--- src/rtl/ysyx_24090003_wbu_pkg.sv ---
// Shared types for the write-back unit: load formats, CSR ops, FSM states and
// the one-entry instruction buffer layout.
package ysyx_24090003_wbu_pkg;

  localparam int          WBU_XLEN     = 32;
  localparam logic [31:0] WBU_RESET_PC = 32'h8000_0000;

  typedef enum logic [2:0] {
    FMT_LB  = 3'd0,
    FMT_LH  = 3'd1,
    FMT_LW  = 3'd2,
    FMT_LBU = 3'd4,
    FMT_LHU = 3'd5
  } load_fmt_e;

  typedef enum logic [1:0] {
    CSR_OP_NONE = 2'd0,
    CSR_OP_RW   = 2'd1,
    CSR_OP_RS   = 2'd2,
    CSR_OP_RC   = 2'd3
  } csr_op_e;

  typedef enum logic [1:0] {
    S_IDLE     = 2'd0,
    S_WAIT_MEM = 2'd1,
    S_COMMIT   = 2'd2
  } wbu_state_e;

  typedef struct packed {
    logic [31:0] pc;
    logic [4:0]  rd;
    logic        reg_wen;
    logic [31:0] rd_wdata;
    load_fmt_e   fmt;
    logic [1:0]  addr_lo;
    logic        csr_we;
    logic [11:0] csr_addr;
    csr_op_e     csr_op;
    logic [31:0] csr_wdata;
    logic [4:0]  rs1;
    logic        ecall;
    logic        mret;
    logic        jump;
    logic [31:0] jtarget;
  } wbu_buf_t;

endpackage

--- src/rtl/ysyx_24090003_load_ext.sv ---
// Combinational load-data extraction: selects the byte/halfword lane from the
// memory word and sign- or zero-extends it to 32 bits.
module ysyx_24090003_load_ext
  import ysyx_24090003_wbu_pkg::*;
(
  input  load_fmt_e   i_fmt,
  input  logic [1:0]  i_addr_lo,
  input  logic [31:0] i_rdata,
  output logic [31:0] o_data
);

  logic [7:0]  byte_sel;
  logic [15:0] half_sel;

  always_comb begin
    byte_sel = i_rdata[7:0];
    case (i_addr_lo)
      2'd0:    byte_sel = i_rdata[7:0];
      2'd1:    byte_sel = i_rdata[15:8];
      2'd2:    byte_sel = i_rdata[23:16];
      default: byte_sel = i_rdata[31:24];
    endcase
    half_sel = i_addr_lo[1] ? i_rdata[31:16] : i_rdata[15:0];

    o_data = '0;
    case (i_fmt)
      FMT_LB:  o_data = {{24{byte_sel[7]}}, byte_sel};
      FMT_LBU: o_data = {24'd0, byte_sel};
      FMT_LH:  o_data = {{16{half_sel[15]}}, half_sel};
      FMT_LHU: o_data = {16'd0, half_sel};
      FMT_LW:  o_data = i_rdata;
      default: o_data = '0;
    endcase
  end

endmodule

--- src/rtl/ysyx_24090003_wbu.sv ---
// Write-back unit: buffers one retired instruction, waits for load data when
// needed and emits a single-cycle commit to the register file and IFU.
//
// state      | meaning
// S_IDLE     | buffer empty, ready to accept
// S_WAIT_MEM | load captured, waiting for the memory read response
// S_COMMIT   | strobes active this cycle; may accept the next instruction
module ysyx_24090003_wbu
  import ysyx_24090003_wbu_pkg::*;
#(
  parameter int              XLEN     = WBU_XLEN,
  parameter logic [XLEN-1:0] RESET_PC = WBU_RESET_PC
) (
  input  logic            i_clk,
  input  logic            i_rst,
  input  logic            i_exu_valid,
  output logic            o_exu_ready,
  input  logic [XLEN-1:0] i_exu_pc,
  input  logic [4:0]      i_exu_rd_addr,
  input  logic            i_exu_reg_wen,
  input  logic [XLEN-1:0] i_exu_rd_wdata,
  input  logic            i_exu_is_load,
  input  logic [2:0]      i_exu_load_fmt,
  input  logic [1:0]      i_exu_addr_lo,
  input  logic            i_exu_csr_we,
  input  logic [11:0]     i_exu_csr_addr,
  input  logic [1:0]      i_exu_csr_op,
  input  logic [XLEN-1:0] i_exu_csr_wdata,
  input  logic [4:0]      i_exu_rs1_addr,
  input  logic            i_exu_ecall,
  input  logic            i_exu_mret,
  input  logic            i_exu_jump,
  input  logic [XLEN-1:0] i_exu_jtarget,
  input  logic            i_mem_rvalid,
  input  logic [XLEN-1:0] i_mem_rdata,
  input  logic [XLEN-1:0] i_mtvec,
  input  logic [XLEN-1:0] i_mepc,
  output logic            o_reg_wen,
  output logic [4:0]      o_rd_addr,
  output logic [XLEN-1:0] o_rd_wdata,
  output logic [4:0]      o_rs1_addr,
  output logic            o_csr_we,
  output logic [11:0]     o_csr_addr,
  output logic [1:0]      o_csr_op,
  output logic [XLEN-1:0] o_csr_wdata,
  output logic            o_ecall,
  output logic            o_mret,
  output logic [XLEN-1:0] o_pc,
  output logic            o_commit,
  output logic [XLEN-1:0] o_next_pc
);

  wbu_state_e      state_q, state_d;
  wbu_buf_t        buf_q, buf_d;
  logic [XLEN-1:0] next_pc_q, next_pc_d;
  logic [XLEN-1:0] load_data;
  logic [XLEN-1:0] redirect;
  logic            capture;

  ysyx_24090003_load_ext u_load_ext (
    .i_fmt     (buf_q.fmt),
    .i_addr_lo (buf_q.addr_lo),
    .i_rdata   (i_mem_rdata),
    .o_data    (load_data)
  );

  always_comb begin
    state_d     = state_q;
    buf_d       = buf_q;
    o_exu_ready = (state_q != S_WAIT_MEM);
    capture     = i_exu_valid && o_exu_ready;

    case (state_q)
      S_IDLE, S_COMMIT: begin
        if (capture) begin
          buf_d.pc        = i_exu_pc;
          buf_d.rd        = i_exu_rd_addr;
          buf_d.reg_wen   = i_exu_reg_wen;
          buf_d.rd_wdata  = i_exu_rd_wdata;
          buf_d.fmt       = load_fmt_e'(i_exu_load_fmt);
          buf_d.addr_lo   = i_exu_addr_lo;
          buf_d.csr_we    = i_exu_csr_we;
          buf_d.csr_addr  = i_exu_csr_addr;
          buf_d.csr_op    = csr_op_e'(i_exu_csr_op);
          buf_d.csr_wdata = i_exu_csr_wdata;
          buf_d.rs1       = i_exu_rs1_addr;
          buf_d.ecall     = i_exu_ecall;
          buf_d.mret      = i_exu_mret;
          buf_d.jump      = i_exu_jump;
          buf_d.jtarget   = i_exu_jtarget;
          state_d         = i_exu_is_load ? S_WAIT_MEM : S_COMMIT;
        end else if (state_q == S_COMMIT) begin
          state_d = S_IDLE;
        end
      end
      S_WAIT_MEM: begin
        if (i_mem_rvalid) begin
          buf_d.rd_wdata = load_data;
          state_d        = S_COMMIT;
        end
      end
      default: state_d = S_IDLE;
    endcase
  end

  // Trap entry wins over return, which wins over a taken jump.
  always_comb begin
    if (buf_q.ecall)      redirect = i_mtvec;
    else if (buf_q.mret)  redirect = i_mepc;
    else if (buf_q.jump)  redirect = buf_q.jtarget;
    else                  redirect = buf_q.pc + 32'd4;

    o_commit    = (state_q == S_COMMIT);
    o_reg_wen   = o_commit && buf_q.reg_wen && (buf_q.rd != 5'd0) && !buf_q.ecall;
    o_csr_we    = o_commit && buf_q.csr_we && !buf_q.ecall;
    o_ecall     = o_commit && buf_q.ecall;
    o_mret      = o_commit && buf_q.mret && !buf_q.ecall;
    o_rd_addr   = buf_q.rd;
    o_rd_wdata  = buf_q.rd_wdata;
    o_rs1_addr  = buf_q.rs1;
    o_csr_addr  = buf_q.csr_addr;
    o_csr_op    = buf_q.csr_op;
    o_csr_wdata = buf_q.csr_wdata;
    o_pc        = buf_q.pc;
    // Outside a commit the IFU keeps seeing the last redirect (RESET_PC after reset).
    next_pc_d   = o_commit ? redirect : next_pc_q;
    o_next_pc   = next_pc_d;
  end

  always_ff @(posedge i_clk) begin
    if (i_rst) begin
      state_q   <= S_IDLE;
      buf_q     <= '0;
      next_pc_q <= RESET_PC;
    end else begin
      state_q   <= state_d;
      buf_q     <= buf_d;
      next_pc_q <= next_pc_d;
    end
  end

endmodule
--- config.mk ---
export PLATFORM = sky130hd
export DESIGN_NAME = ysyx_24090003_wbu
export DESIGN_NICKNAME = d
export VERILOG_FILES = /design/src/rtl/ysyx_24090003_wbu_pkg.sv /design/src/rtl/ysyx_24090003_load_ext.sv /design/src/rtl/ysyx_24090003_wbu.sv
export SDC_FILE = /design/constraint.sdc
export NUM_CORES = 1
export LEC_CHECK = 0
export CAP_MARGIN = 15
export CORE_AREA = 2 2 163 165
export CTS_BUF_LIST = sky130_fd_sc_hd__clkbuf_4 sky130_fd_sc_hd__clkbuf_8 sky130_fd_sc_hd__clkbuf_16
export DETAILED_ROUTE_END_ITERATION = 10
export DIE_AREA = 0 0 165 167
export GPL_TIMING_DRIVEN = 0
export PLACE_DENSITY = 0.75
export SKIP_LAST_GASP = 1
export SLEW_MARGIN = 0
export SYNTH_ARGS = -nofsm -noshare
export SYNTH_HDL_FRONTEND = slang
export SYNTH_SLANG_ARGS = --single-unit
--- constraint.sdc ---
create_clock -name i_clk -period 3.25 [get_ports i_clk]
set_input_delay 0.65 -clock i_clk [delete_from_list [all_inputs] [get_ports i_clk]]
set_output_delay 0.65 -clock i_clk [all_outputs]
set_load 0.02 [all_outputs]
==> impl_metrics.py <==
metrics = {
    "outcome": {
        "status": "finished, violations left",
        "failed_checks": "negative setup slack",
    },
    "synthesis": {
        "synthesis.nets": 1605,
        "ys_types": 69,
        "mappedNetlistArea_sq_um": 10200,
        "yosysWarnings": 0,
        "synth_edf_count": 0,
        "synth_cells": 1341,
        "avgSynthCellArea_sq_um": 7.63,
        "ys_seq_elements": 196,
        "async_flop_share_pct": 0,
        "yosys_most_used_dff": "dfxtp_1",
        "seq_area_frac_synth_pct": 38.4,
    },
    "critical_path": {
        "path_depth": 7,
        "cpMaxStageDelayCell": "clkdlybuf4s50_1",
        "critPathBufInv": 3,
        "cp.required_ps": 2600,
        "endpoint_kind": "output pin",
        "cp_max_fo": 10,
        "cp_top_family": "buffers and inverters",
        "critical-path-max-stage-delay_ps": 650,
        "critPathLaunchType": "flop",
        "crit_type": "flop to output pin",
        "timing.critical_path.mode_cell": "buf_2",
        "reg2reg_depth": 6,
        "crit_chain": "buf_2 > buf_2 > nand2_1 > o21ai_1 > o211ai_1 > a31oi_1 > clkdlybuf4s50_1",
        "worst-endpoint-arrival_ps": 2620,
    },
    "routing": {
        "dr.pass1.iters": 5,
        "drtIter0Drc": 1081,
        "wl_microns": 42500,
        "vias_per_cell": 5.43,
        "wl_per_cell_microns": 19.9,
        "ant_nets": 0,
        "routed-via-count": 11613,
        "drc": 0,
    },
    "cells_and_area": {
        "post-route-util_pct": 61.2,
        "fin_cells": 2139,
        "mostFrequentLayoutCell": "clkdlybuf4s50_1",
        "drive_above_1_share_pct": 14.9,
        "syn_to_final_growth_pct": 54.3,
        "nets": 2052,
        "layout_common_cells": "clkdlybuf4s50_1, nand2_1, dfxtp_1, a21oi_1, buf_4",
    },
    "grt": {
        "antenna_found_initial": 3,
        "grt_overflow": 0,
        "grt_pass1_vias": 10957,
        "grt_start_max_net_pins": 20,
        "grt_pass1_wl_microns": 62500,
        "groute.usage.overall_pct": 29.7,
    },
    "sta": {
        "finalHoldViolCount": 0,
        "worstMarginPinSlew_ps": 894,
        "finalSetupViolations": 2,
        "fin_crit_sh_pct": 100,
        "finalWorstSetupSlack_ps": -15.3,
        "min_period_ps": 3270,
        "max_freq_mhz": 306,
        "slew_viol_final": 0,
        "finClkSkew_ps": 16.6,
        "rsz0062_at_grt": "yes",
        "slew_headroom_pct": 40.4,
    },
    "floorplan": {
        "io_pins": 421,
        "start_util_pct": 39.7,
        "fp.dieH_microns": 167,
        "chipWidth_microns": 165,
        "rows": 59,
        "core_area_sq_um": 25800,
        "die-area_sq_um": 27600,
    },
    "hold_path": {
        "min_path_cells": 2,
        "hold_class": "flop to flop",
    },
    "power": {
        "vdd_drop_max_uv": 365,
        "power.density_nw_per_um2": 425,
        "power.leakage_nw": 6.16,
    },
    "job": {
        "maxCapViolations": 0,
    },
    "clocking": {
        "cts_tree": "done",
        "cts_root_buffer": "clkbuf_16",
        "path_clk_slew_ps": 70,
        "cts_buffer_depth": 2,
        "ctsHoldBuffers": 0,
        "cts_max_level": 4,
        "clock-sinks": 196,
        "clk_latency_ps": 440,
        "cts_buffers": 17,
    },
    "placement": {
        "pre_cts_ws_ps": -326,
        "io_buffers": 419,
        "hpwl_microns": 33400,
        "routabilityCongestion": 0.979,
        "dp_cells": 2095,
    },
}
## flip-flops by register name (all words and copies together), names as in the netlist
signal,count
buf_q,42
next_pc_q,32
o_csr_wdata,32
o_pc,32
o_rd_wdata,32
o_csr_addr,12
o_rd_addr,5
o_rs1_addr,5
o_csr_op,2
state_q,2
## metrics by stage
stage | area [sq um] | total power [W] | hold slack (ps) | setup TNS (ps)
floorplan | 10200 | 0.00358 | 432 | 0
global placement | 14800 | 0.00444 | 440 | -850
detailed placement | 14800 | 0.00446 | 447 | -864
CTS | 15700 | 0.00671 | 456 | -434
global route | 15800 | 0.00696 | 468 | -318
finish | 15800 | 0.00671 | 455 | -25.8
## per-layer routing
metal,GRT usage [%],vias up,wire [microns]
met1,36.2,5414,16400
met4,10.1,0,1440
li1,-,5463,-
met3,8.42,102,4480
met5,0,-,0
met2,50.1,634,20200
## worst register-to-register path: stages (launching register included)
cell      delay, ps
dfxtp_1         340
nor2b_1         110
clkbuf_1        310
clkbuf_1        720
clkbuf_1        410
nand2_1         140
a21oi_1         160
## kinds of logic (layout without fill, tap and decap cells)
| group | Yosys count | after routing | synth area share, % |
|---|---|---|---|
| simple gates | 518 | 518 | 22.3 |
| compound gates | 362 | 362 | 22.8 |
| buf+inv | 229 | 689 | 13.1 |
| flops | 196 | 196 | 38.4 |
| mux | 19 | 19 | 2.07 |
| xor+xnor | 16 | 16 | 1.37 |
| fa+ha+maj | 1 | 1 | 0.122 |
| other cells | 0 | 3 | 0 |
## layout make-up
cell class	instances	area, sq um
repair buffers	429	4220
flip-flops and latches	196	3940
fillers	2364	9990
clock buffers	18	439
multi-input cells	916	5170
clock inverters	14	189
diodes	3	7.51
well taps	335	419
plain buffers	217	1340
inverters	11	41.3
## worst paths after layout
kind / end / slack, ps / start
hold / removal: o_csr_addr[10] / 460 / o_csr_addr[10]
hold reg to reg: o_csr_addr[10] / 460 / o_csr_addr[10]
setup / recovery: o_next_pc[2] / -20 / buf_q[32]
setup reg to reg: buf_q[6] / 1000 / state_q[0]
## power by group
part / switching (W) / internal, W
clock network: 0.00108 / 0.00120
logic: 0.000883 / 0.000867
registers: 0.000120 / 0.00256
## synth_stat cells, types with 11 or more instances
master / n / area [sq um]
buf_2: 17 / 85.1
a22oi_1: 23 / 173
a21oi_1: 155 / 776
nand2_1: 316 / 1190
nor2b_1: 25 / 156
a222oi_1: 16 / 160
mux2i_1: 11 / 110
nor2_1: 72 / 270
nand3_1: 15 / 75.1
a221oi_1: 19 / 166
clkbuf_1: 73 / 274
o211ai_1: 13 / 97.6
dfxtp_1: 196 / 3920
buf_4: 121 / 908
a211oi_1: 29 / 218
nand4_1: 14 / 87.6
o21ai_0: 40 / 200
nor3_1: 26 / 130
## what timing repair did
item / in CTS / in global routing
pin swaps: 7 / 10
endpoints found under the hold margin: 0 / 0
gates resized for setup: 88 / 60
endpoints found under the setup margin: 37 / 26
setup buffers: 7 / 3
Note: power is estimated with default switching activity, not from simulation.
